### src/rtl/demux_1xn_gather.sv
// demux_1xn_gather
//   Gathers consecutive valid input symbols into LANES parallel slots and
//   emits the assembled word with a one-cycle strobe. A partially filled
//   word is released by an explicit flush or after TIMEOUT idle cycles,
//   with a per-lane valid mask telling which lanes hold received symbols.
//
// Parameters
//   WIDTH    bits per symbol (per lane)
//   LANES    number of output lanes, power of two, >= 2
//   TIMEOUT  idle cycles in FILL before a partial word is auto-emitted; 0 disables
//
// Ports
//   clk         single clock, rising edge
//   reset       asynchronous, active-low reset
//   data_in     input symbol
//   valid_in    data_in valid this cycle
//   flush       emit any held symbols as a partial word
//   data_out    assembled word, lane j at [j*WIDTH +: WIDTH], unfilled lanes are 0
//   lane_valid  bit j set if lane j of data_out holds a received symbol
//   out_strobe  one-cycle pulse when data_out/lane_valid were updated
//   partial     emitted word had fewer than LANES symbols (held until next emission)
//   busy        at least one symbol held (state FILL)
module demux_1xn_gather #(
    parameter int unsigned WIDTH   = 8,
    parameter int unsigned LANES   = 4,
    parameter int unsigned TIMEOUT = 8
) (
    input  logic                     clk,
    input  logic                     reset,
    input  logic [WIDTH-1:0]         data_in,
    input  logic                     valid_in,
    input  logic                     flush,
    output logic [LANES*WIDTH-1:0]   data_out,
    output logic [LANES-1:0]         lane_valid,
    output logic                     out_strobe,
    output logic                     partial,
    output logic                     busy
);

    localparam int unsigned PW    = $clog2(LANES);
    localparam bit          TO_EN = (TIMEOUT > 0);
    // Keep the counter at least one bit wide so TIMEOUT=0 still elaborates.
    localparam int unsigned CW    = TO_EN ? $clog2(TIMEOUT + 1) : 1;

    localparam logic [PW-1:0] PTR_LAST = PW'(LANES - 1);
    localparam logic [CW-1:0] CNT_LAST = TO_EN ? CW'(TIMEOUT - 1) : '0;

    typedef enum logic {
        IDLE = 1'b0,
        FILL = 1'b1
    } state_t;

    state_t                        state_q, state_d;
    logic [PW-1:0]                 ptr_q, ptr_d;
    logic [CW-1:0]                 cnt_q, cnt_d;
    logic [LANES-1:0][WIDTH-1:0]   bank_q, bank_d;
    logic [LANES-1:0]              mask_q, mask_d;
    logic [LANES*WIDTH-1:0]        data_out_q, data_out_d;
    logic [LANES-1:0]              lane_valid_q, lane_valid_d;
    logic                          out_strobe_q, out_strobe_d;
    logic                          partial_q, partial_d;

    logic full_word;
    logic flush_emit;
    logic timeout_emit;
    logic emit;

    always_comb begin
        state_d      = state_q;
        ptr_d        = ptr_q;
        cnt_d        = cnt_q;
        bank_d       = bank_q;
        mask_d       = mask_q;
        data_out_d   = data_out_q;
        lane_valid_d = lane_valid_q;
        out_strobe_d = 1'b0;
        partial_d    = partial_q;

        full_word    = 1'b0;
        flush_emit   = 1'b0;
        timeout_emit = 1'b0;

        // Store first; every later decision looks at the updated bank/mask.
        if (valid_in) begin
            bank_d[ptr_q] = data_in;
            mask_d[ptr_q] = 1'b1;
            cnt_d         = '0;
            full_word     = (ptr_q == PTR_LAST);
        end

        flush_emit = flush && (|mask_d);

        if (TO_EN && (state_q == FILL) && !valid_in && !flush) begin
            if (cnt_q == CNT_LAST) begin
                timeout_emit = 1'b1;
            end else begin
                cnt_d = cnt_q + CW'(1);
            end
        end

        emit = full_word || flush_emit || timeout_emit;

        if (emit) begin
            for (int unsigned j = 0; j < LANES; j++) begin
                data_out_d[j*WIDTH +: WIDTH] = mask_d[j] ? bank_d[j] : '0;
            end
            lane_valid_d = mask_d;
            partial_d    = ~(&mask_d);
            out_strobe_d = 1'b1;
            ptr_d        = '0;
            mask_d       = '0;
            cnt_d        = '0;
            state_d      = IDLE;
        end else if (valid_in) begin
            ptr_d   = ptr_q + PW'(1);
            state_d = FILL;
        end
    end

    always_ff @(posedge clk or negedge reset) begin
        if (!reset) begin
            state_q      <= IDLE;
            ptr_q        <= '0;
            cnt_q        <= '0;
            bank_q       <= '0;
            mask_q       <= '0;
            data_out_q   <= '0;
            lane_valid_q <= '0;
            out_strobe_q <= 1'b0;
            partial_q    <= 1'b0;
        end else begin
            state_q      <= state_d;
            ptr_q        <= ptr_d;
            cnt_q        <= cnt_d;
            bank_q       <= bank_d;
            mask_q       <= mask_d;
            data_out_q   <= data_out_d;
            lane_valid_q <= lane_valid_d;
            out_strobe_q <= out_strobe_d;
            partial_q    <= partial_d;
        end
    end

    assign data_out   = data_out_q;
    assign lane_valid = lane_valid_q;
    assign out_strobe = out_strobe_q;
    assign partial    = partial_q;
    assign busy       = (state_q == FILL);

endmodule

### config.mk
export PLATFORM = sky130hd
export DESIGN_NAME = demux_1xn_gather
export DESIGN_NICKNAME = d
export VERILOG_FILES = /design/src/rtl/demux_1xn_gather.sv
export SDC_FILE = /design/constraint.sdc
export NUM_CORES = 1
export LEC_CHECK = 0
export ABC_AREA = 1
export CORE_ASPECT_RATIO = 1.4
export CORE_UTILIZATION = 40
export DETAILED_ROUTE_END_ITERATION = 12
export DONT_BUFFER_PORTS = 1
export PLACE_DENSITY_LB_ADDON = 0.3
export SYNTH_ARGS = -nofsm -noshare
export SYNTH_HDL_FRONTEND = slang
export SYNTH_SLANG_ARGS = --single-unit
### constraint.sdc
create_clock -name clk -period 2.25 [get_ports clk]
set_clock_uncertainty 0.2 [all_clocks]
set_input_delay 0.45 -clock clk [delete_from_list [all_inputs] [get_ports clk]]
set_output_delay 0.45 -clock clk [all_outputs]
set_load 0.005 [all_outputs]
# Word level (Yosys, flattened, before mapping)
# Cells that the tools add are included.
[word_totals]
elab_cells = 55
reg_bits = 81
out_inout_bits = 39
[classes]
n_lt_le_gt_ge = 2
bitwise_logic = 2
mux = 24
reduce_logical = 11
addsub = 2
n_eq_ne = 2
[ops]
columns = ["op", "n"]
rows = [
  ["two-way mux 8 bit", 5],
  ["bitwise mux 32 bit", 1],
  ["two-way mux 32 bit", 1],
  ["two-way mux 4 bit", 6],
  ["demux 8 bit (select 2 bit)", 1],
  ["two-way mux 1 bit", 7],
  ["adder 4 x 1 -> 4 bit (second input constant)", 1],
  ["equality test 4 x 3 -> 1 bit (second input constant)", 1],
  ["logical AND 1 bit", 4],
  ["two-way mux 2 bit", 2],
  ["OR 4 bit", 1],
  ["AND reduction 4 bit", 1],
  ["OR reduction 4 bit", 1],
  ["< comparator 2 x 3 -> 1 bit (second input constant)", 1],
  ["adder 2 x 1 -> 2 bit (second input constant)", 1],
  ["demux 1 bit (select 2 bit)", 1],
  ["equality test 2 bit (second input constant)", 1],
  [">= comparator 2 x 1 -> 1 bit (second input constant)", 1],
  ["zero test 1 bit", 2],
  ["logical OR 1 bit", 2],
  ["nonzero test 2 bit", 1],
  ["NOT 1 bit", 1],
]

# Logic depth before layout (Yosys ltp)
# Gate-level depths: netlist (run 1).
[logic_depth]
word_depth = 11
ltp_mapped = 11
ltp_nobuf = 10

# Least setup slack after synthesis (run 1)
# Ideal clock, no wire load.
[synth_path]
kind = "reg-to-reg"
startpoint = "register ptr_q[0]"
endpoint = "register data_out_q[10], in the netlist data_out[10]"
synth_period_minus_slack_ns = 1.782
t_arrival_ns = 1.466
setup_time_ns = 0.116
path_stages_with_launch = 11
setup_slack_ns = 0.468
path_cell_list = "dfrtp_1 ha_1 nand2_1 nand2_1 nor2_1 nand2_1 nand2_4 nand2_8 buf_6 nand2_1 nand2_1"
[synth_via]
elab_chain_len = 10
word_cells_on_any_way = 18
cone_classes = "order compare (2); eq/ne (1); mux (9); bitwise (1); reduce/logical (5)"
[synth_lines]
columns = ["item", "line", "rtl"]
rows = [
  ["start, declared", "54", "logic [PW-1:0] ptr_q, ptr_d;"],
  ["start signal, assigned", "133", "ptr_q <= ptr_d;"],
  ["< comparator 2 x 3 -> 1 bit (implied by the code) / >= comparator 2 x 1 -> 1 bit (equally long branches)", "85, 86", ""],
  ["logical AND 1 bit (implied by the code)", "85, 86", ""],
  ["two-way mux 1 bit (implied by the code)", "86", "mask_d[ptr_q] = 1'b1;"],
  ["demux 1 bit (select 2 bit)", "86", ""],
  ["OR 4 bit (no line)", "-", ""],
  ["two-way mux 4 bit", "84", "if (valid_in) begin"],
  ["OR reduction 4 bit", "91", "flush_emit = flush && (|mask_d);"],
  ["logical AND 1 bit", "91", ""],
  ["logical OR 1 bit (2 in series)", "101", "emit = full_word || flush_emit || timeout_emit;"],
  ["end signal, assigned", "137", "data_out_q <= data_out_d;"],
  ["end, declared", "58", "logic [LANES*WIDTH-1:0] data_out_q, data_out_d;"],
]
# Several ways; a longest one is shown, not always the timed one.
# A chain may end at the register's enable or synchronous reset.

# Worst setup path after layout (run 1)
[layout_path]
startpoint = "register ptr_q[0]"
endpoint = "register lane_valid_q[2], in the netlist lane_valid[2]"
[layout_via]
elab_chain_len = 10
word_cells_on_any_way = 13
cone_classes = "order compare (2); eq/ne (1); mux (4); bitwise (1); reduce/logical (5)"
[layout_lines]
columns = ["item", "line", "rtl"]
rows = [
  ["< comparator 2 x 3 -> 1 bit (implied by the code) / >= comparator 2 x 1 -> 1 bit (equally long branches)", "86", ""],
  ["logical AND 1 bit (implied by the code)", "86", ""],
  ["two-way mux 1 bit (implied by the code)", "86", ""],
  ["demux 1 bit (select 2 bit)", "86", ""],
  ["OR 4 bit (no line)", "-", ""],
  ["two-way mux 4 bit", "84", ""],
  ["OR reduction 4 bit", "91", ""],
  ["logical AND 1 bit", "91", ""],
  ["logical OR 1 bit (2 in series)", "101", ""],
  ["end signal, assigned", "138", "lane_valid_q <= lane_valid_d;"],
  ["end, declared", "59", "logic [LANES-1:0] lane_valid_q, lane_valid_d;"],
]
# Several ways; a longest one is shown, not always the timed one.

==> results of run 1 <==
==> critical path, stage by stage (launching register included) <==
cell and delay, ns:
dfrtp_1 0.41, ha_1 0.21, nand2_1 0.12, inv_1 0.19
nor2_8 0.28, nand2_8 0.22, nand2_1 0.19, nand2_1 0.06
==> path summary, 6_finish.rpt <==
path	to	slack [ns]	startpoint
max	lane_valid[2]	0.26	ptr_q[0]
max reg2reg	lane_valid[2]	0.26	ptr_q[0]
min reg2reg	mask_q[3]	0.29	mask_q[3]
max in group asynchronous	bank_q[20]	2.10	reset
min	data_out[19]	-0.39	reset
min in group clk	busy	0.06	valid_in
==> power by group through the flow <==
| stage | Sequential (W) | Combinational, W | Clock, W |
|---|---|---|---|
| floorplan | 0.00225 | 0.00153 | 0 |
| global placement | 0.00233 | 0.00177 | 0 |
| detailed placement | 0.00235 | 0.00182 | 0 |
| CTS | 0.00233 | 0.00184 | 0.00151 |
| global route | 0.00238 | 0.00210 | 0.00157 |
| finish | 0.00232 | 0.00181 | 0.00149 |
==> cell type report <==
cell class                 instances  area [um2]  share of cell area, %
inverter                          51         191                   4.78
clock inverter                     4        70.1                   1.75
multi-input combinational        264        1310                   32.7
tap                              105         131                   3.28
sequential                        81        2030                   50.6
clock buffer                      10         229                   5.72
timing repair buffer               6        45.0                   1.13
==> Yosys cell counts (all sizes together) <==
library cell and number:
nand4 6, buf 13, dfrtp 81, o31ai 1, nor2 46, o21ai 37
or2 33, inv 48, clkinv 3, nand3 41, nand2 93, a21oi 2
ha 5
==> layer usage <==
layer / part of all wire (%) / wire (um) / GRT usage, % / up-vias
li1: - / - / - / 1283
met1: 41 / 3360 / 22.9 / 1271
met2: 51 / 4120 / 31.8 / 58
met3: 6.3 / 511 / 6.29 / 11
met4: 1.7 / 139 / 7.95 / 0
met5: 0 / 0 / 0 / -
==> sequential cells by signal, summed over array words and instances, names as in the netlist <==
| signal | flops |
|---|---|
| bank_q | 32 |
| data_out | 32 |
| cnt_q | 4 |
| lane_valid | 4 |
| mask_q | 4 |
| ptr_q | 2 |
| busy | 1 |
| out_strobe | 1 |
| partial | 1 |
==> per-stage QoR <==
stage	setup slack [ns]	area, um2	hold slack (ns)
3_5_place_dp	0.239	3700	-0.0421
3_3_place_gp	0.286	3700	-0.0418
6_report	0.256	4000	-0.390
4_1_cts	0.234	4000	-0.398
2_1_floorplan	0.468	3630	-0.0456
5_1_grt	0.0964	4000	-0.405
==> logic make-up after synthesis <==
logic type,synth area share (%)
compound gates,5.59
fa+ha+maj,1.73
flops,55.9
buf+inv,8.01
simple gates,28.8
==> cell usage in the layout, fill, tap and decap left out, drive strengths merged <==
cell / Yosys / routed
nand2: 93 / 93
dfrtp: 81 / 81
inv: 48 / 48
nor2: 46 / 46
nand3: 41 / 41
o21ai: 37 / 37
or2: 33 / 33
clkbuf: 0 / 10
nand4: 6 / 6
buf: 13 / 6
ha: 5 / 5
clkinv: 3 / 5
a21oi: 2 / 2
bufinv: 0 / 2
o31ai: 1 / 1
==> reports/metrics.yaml, run 1 <==
fin_crit_ns: 1.99
critPathMaxFanout: 46
rsz0062_at_grt: "false"
grt_pass1_wl_um: 13100
hold_viol_final: 81
die_h_um: 115
clk_latency_ns: 0.33
outcome: "finished with violations"
netlist_area_um2: 3630
ios: 51
drtAntennaViolNets: 0
coreArea_um2: 8710
yosys.area.top_type: "dfrtp_1"
seqPwrFrac_pct: 41.3
reg2reg_depth: 7
cts.clk_slew.worst_paths_ns: 0.06
grt_antenna_before_repair: 0
drt-total-wl_um: 8140
stdcell_count: 521
ctsResizeCount: 0
cts_root_buf: "clkbuf_16"
ys_seq_area_share_pct: 55.9
cp.required_ns: 2.27
yosysUniqueCellTypes: 22
clkPwrFrac_pct: 26.5
grt_max_degree: 82
clockBufferDepth: 2
cap_violations: 0
hpwl_um: 5520
worstSetupPathType: "register to register"
power.density_nw_per_um2: 1400
setup_viol: 0
finalPower_w: 0.00562
io_buffers: 0
drv_slew: 0
start_util_pct: 41.6
timing.slew.headroom_pct: 77.1
ys_seq_elements: 81
htreeDepth: 3
hp-class: "input port to asynchronous set/reset pin"
fin_setup_tns_ns: 0
die-width_um: 82.5
cts_tree: "done"
synth_top_area_share_pct: 55.9
violations: "hold timing"
die_area_um2: 9460
syn_to_final_growth_pct: 10.4
tightest_slew_ns: 0.343
cts.sinks: 81
drt_first_pass_iters: 4
drtIter0Drc: 112
wire_per_inst_um: 15.6
synth_warnings: 0
cp-start-kind: "register"
leakage_nw: 2.09
max_freq_ghz: 0.502
ir_drop_uv: 530
global_route.overflow_total: 0
grt_pass1_vias: 2585
min_period_over_period_pct: 88.6
detail_route.drc_violations: 0
whs_ns: -0.390
grt_usage_pct: 19.4
numCtsBuffers: 9
synthesis.nets: 426
post_cts_buffers: 0
synth_cells: 409
p_sw_share_pct: 34.8
final_core_util_pct: 46.0
power.switching_w: 0.00196
drive_above_1_share_pct: 14.9
diodes: 0
vias: 2623
avgSynthCellArea_um2: 8.87
comb_power_share_pct: 32.2
synth_area_leaders: "dfrtp_1 56%, nand2_1 9.0%, or2_2 5.7%"
gp_congestion: 0.787
nets: 430
dp_cells: 507
p_int_w: 0.00366
rows: 40
crit_arrival_ns: 2.02
endpoint_kind: "register"
nFillCells: 846
vias_per_cell: 5.03
No activity file was read; power rests on OpenSTA's default activity.
==> inputs of run 2 (changes only) <==
Clock period 2.25 ns to 2.3 ns, I/O delays scaled along.
==> reports/metrics.yaml, run 2 (synthesis gave the netlist of run 1 again) <==
drt_first_pass_iters: 4
htreeDepth: 3
final_common_cell: "nand2_1"
drv_slew: 0
cts.clk_slew.worst_paths_ns: 0.06
grt_antenna_before_repair: 0
whs_ns: -0.383
grt_pass1_vias: 2764
max_freq_ghz: 0.506
outcome: "finished with violations"
timing.slew.headroom_pct: 76.7
syn_to_final_growth_pct: 10.6
post_cts_buffers: 0
min_period_over_period_pct: 86.0
hp-class: "input port to asynchronous set/reset pin"
ctsResizeCount: 0
io_buffers: 0
gp_congestion: 0.788
dpl-instance-area_um2: 3700
diodes: 0
cap_violations: 0
endpoint_kind: "register"
fin_crit_ns: 1.98
cp-start-kind: "register"
vias: 2628
dp_cells: 507
cts.sinks: 81
drive_above_1_share_pct: 15.3
numCtsBuffers: 9
setup_viol: 0
final_cell_area_um2: 4010
fin_setup_tns_ns: 0
ios: 51
die_area_um2: 9460
global_route.overflow_total: 0
coreArea_um2: 8710
start_util_pct: 41.6
hpwl_um: 5510
wire_per_inst_um: 15.7
worstSetupPathType: "register to register"
stdcell_count: 523
rsz0062_at_grt: "false"
grt_usage_pct: 19.9
layout_common_cells: "87 x nand2_1, 81 x dfrtp_1, 47 x inv_1"
cp.required_ns: 2.32
nFillCells: 881
leakage_nw: 2.09
detail_route.drc_violations: 0
clockBufferDepth: 2
ir_drop_uv: 500
grt_max_degree: 82
rows: 40
drtAntennaViolNets: 0
die-width_um: 82.5
tightest_slew_ns: 0.349
hold_viol_final: 81
clk_latency_ns: 0.34
finalPower_w: 0.00550
die_h_um: 115
cts_root_buf: "clkbuf_16"
nets: 430
violations: "hold timing"
drtIter0Drc: 110
crit_arrival_ns: 2.00
power.density_nw_per_um2: 1370
drt-total-wl_um: 8230
grt_pass1_wl_um: 13600
vias_per_cell: 5.02
cts_tree: "done"
critPathMaxFanout: 46
==> run 2: per-layer routing <==
layer  up-vias  routed length (um)  global-route usage (%)
li1       1282                   -                       -
met1      1283                3290                    23.7
met2        48                4220                    32.1
met3        15                 489                    6.29
met4         0                 224                    9.12
met5         -                   0                       0
==> run 2: path summary, 6_finish.rpt <==
kind	start	endpoint	slack, ns	cells past startpoint
max	ptr_q[0]	lane_valid[2]	0.32	10
min	reset	data_out[20]	-0.38	0
max reg2reg	ptr_q[0]	lane_valid[2]	0.32	10
min reg2reg	mask_q[3]	mask_q[3]	0.30	2
max in group asynchronous	reset	mask_q[1]	2.15	0
min in group clk	valid_in	busy	0.07	2
==> run 2: final cells by class <==
type | count | area, um2 | share of cell area (%)
clock buffer | 12 | 256 | 6.39
clock inverter | 4 | 51.3 | 1.28
inverter | 51 | 191 | 4.77
multi-input combinational | 264 | 1310 | 32.6
sequential | 81 | 2030 | 50.5
tap | 105 | 131 | 3.28
timing repair buffer | 6 | 45.0 | 1.12
==> run 2: per-stage QoR <==
| stage | hold WS (ns) | util (%) | setup slack, ns |
|---|---|---|---|
| after floorplan | -0.0356 | - | 0.518 |
| after global placement | -0.0317 | 42.5 | 0.336 |
| after detailed placement | -0.0320 | 42.5 | 0.294 |
| after CTS | -0.395 | 46.1 | 0.293 |
| after global routing | -0.399 | 46.1 | 0.161 |
| final | -0.383 | 46.1 | 0.323 |
==> run 2: where the power goes <==
| group | internal (W) | switching, W | total (W) |
|---|---|---|---|
| combinational | 0.000662 | 0.00112 | 0.00178 |
| sequential | 0.00199 | 0.000281 | 0.00227 |
| clock | 0.000900 | 0.000553 | 0.00145 |
| total | 0.00355 | 0.00195 | 0.00550 |
==> run 2: critical path, cell delays in order (launching register included) <==
cell and delay, ns:
dfrtp_1 0.40, inv_1 0.10, ha_1 0.23, nand2_4 0.11, nand2_1 0.11, nor2_1 0.10
nand2_1 0.09, nand2_4 0.10, nand2_8 0.18, nand2_1 0.18, nand2_1 0.07
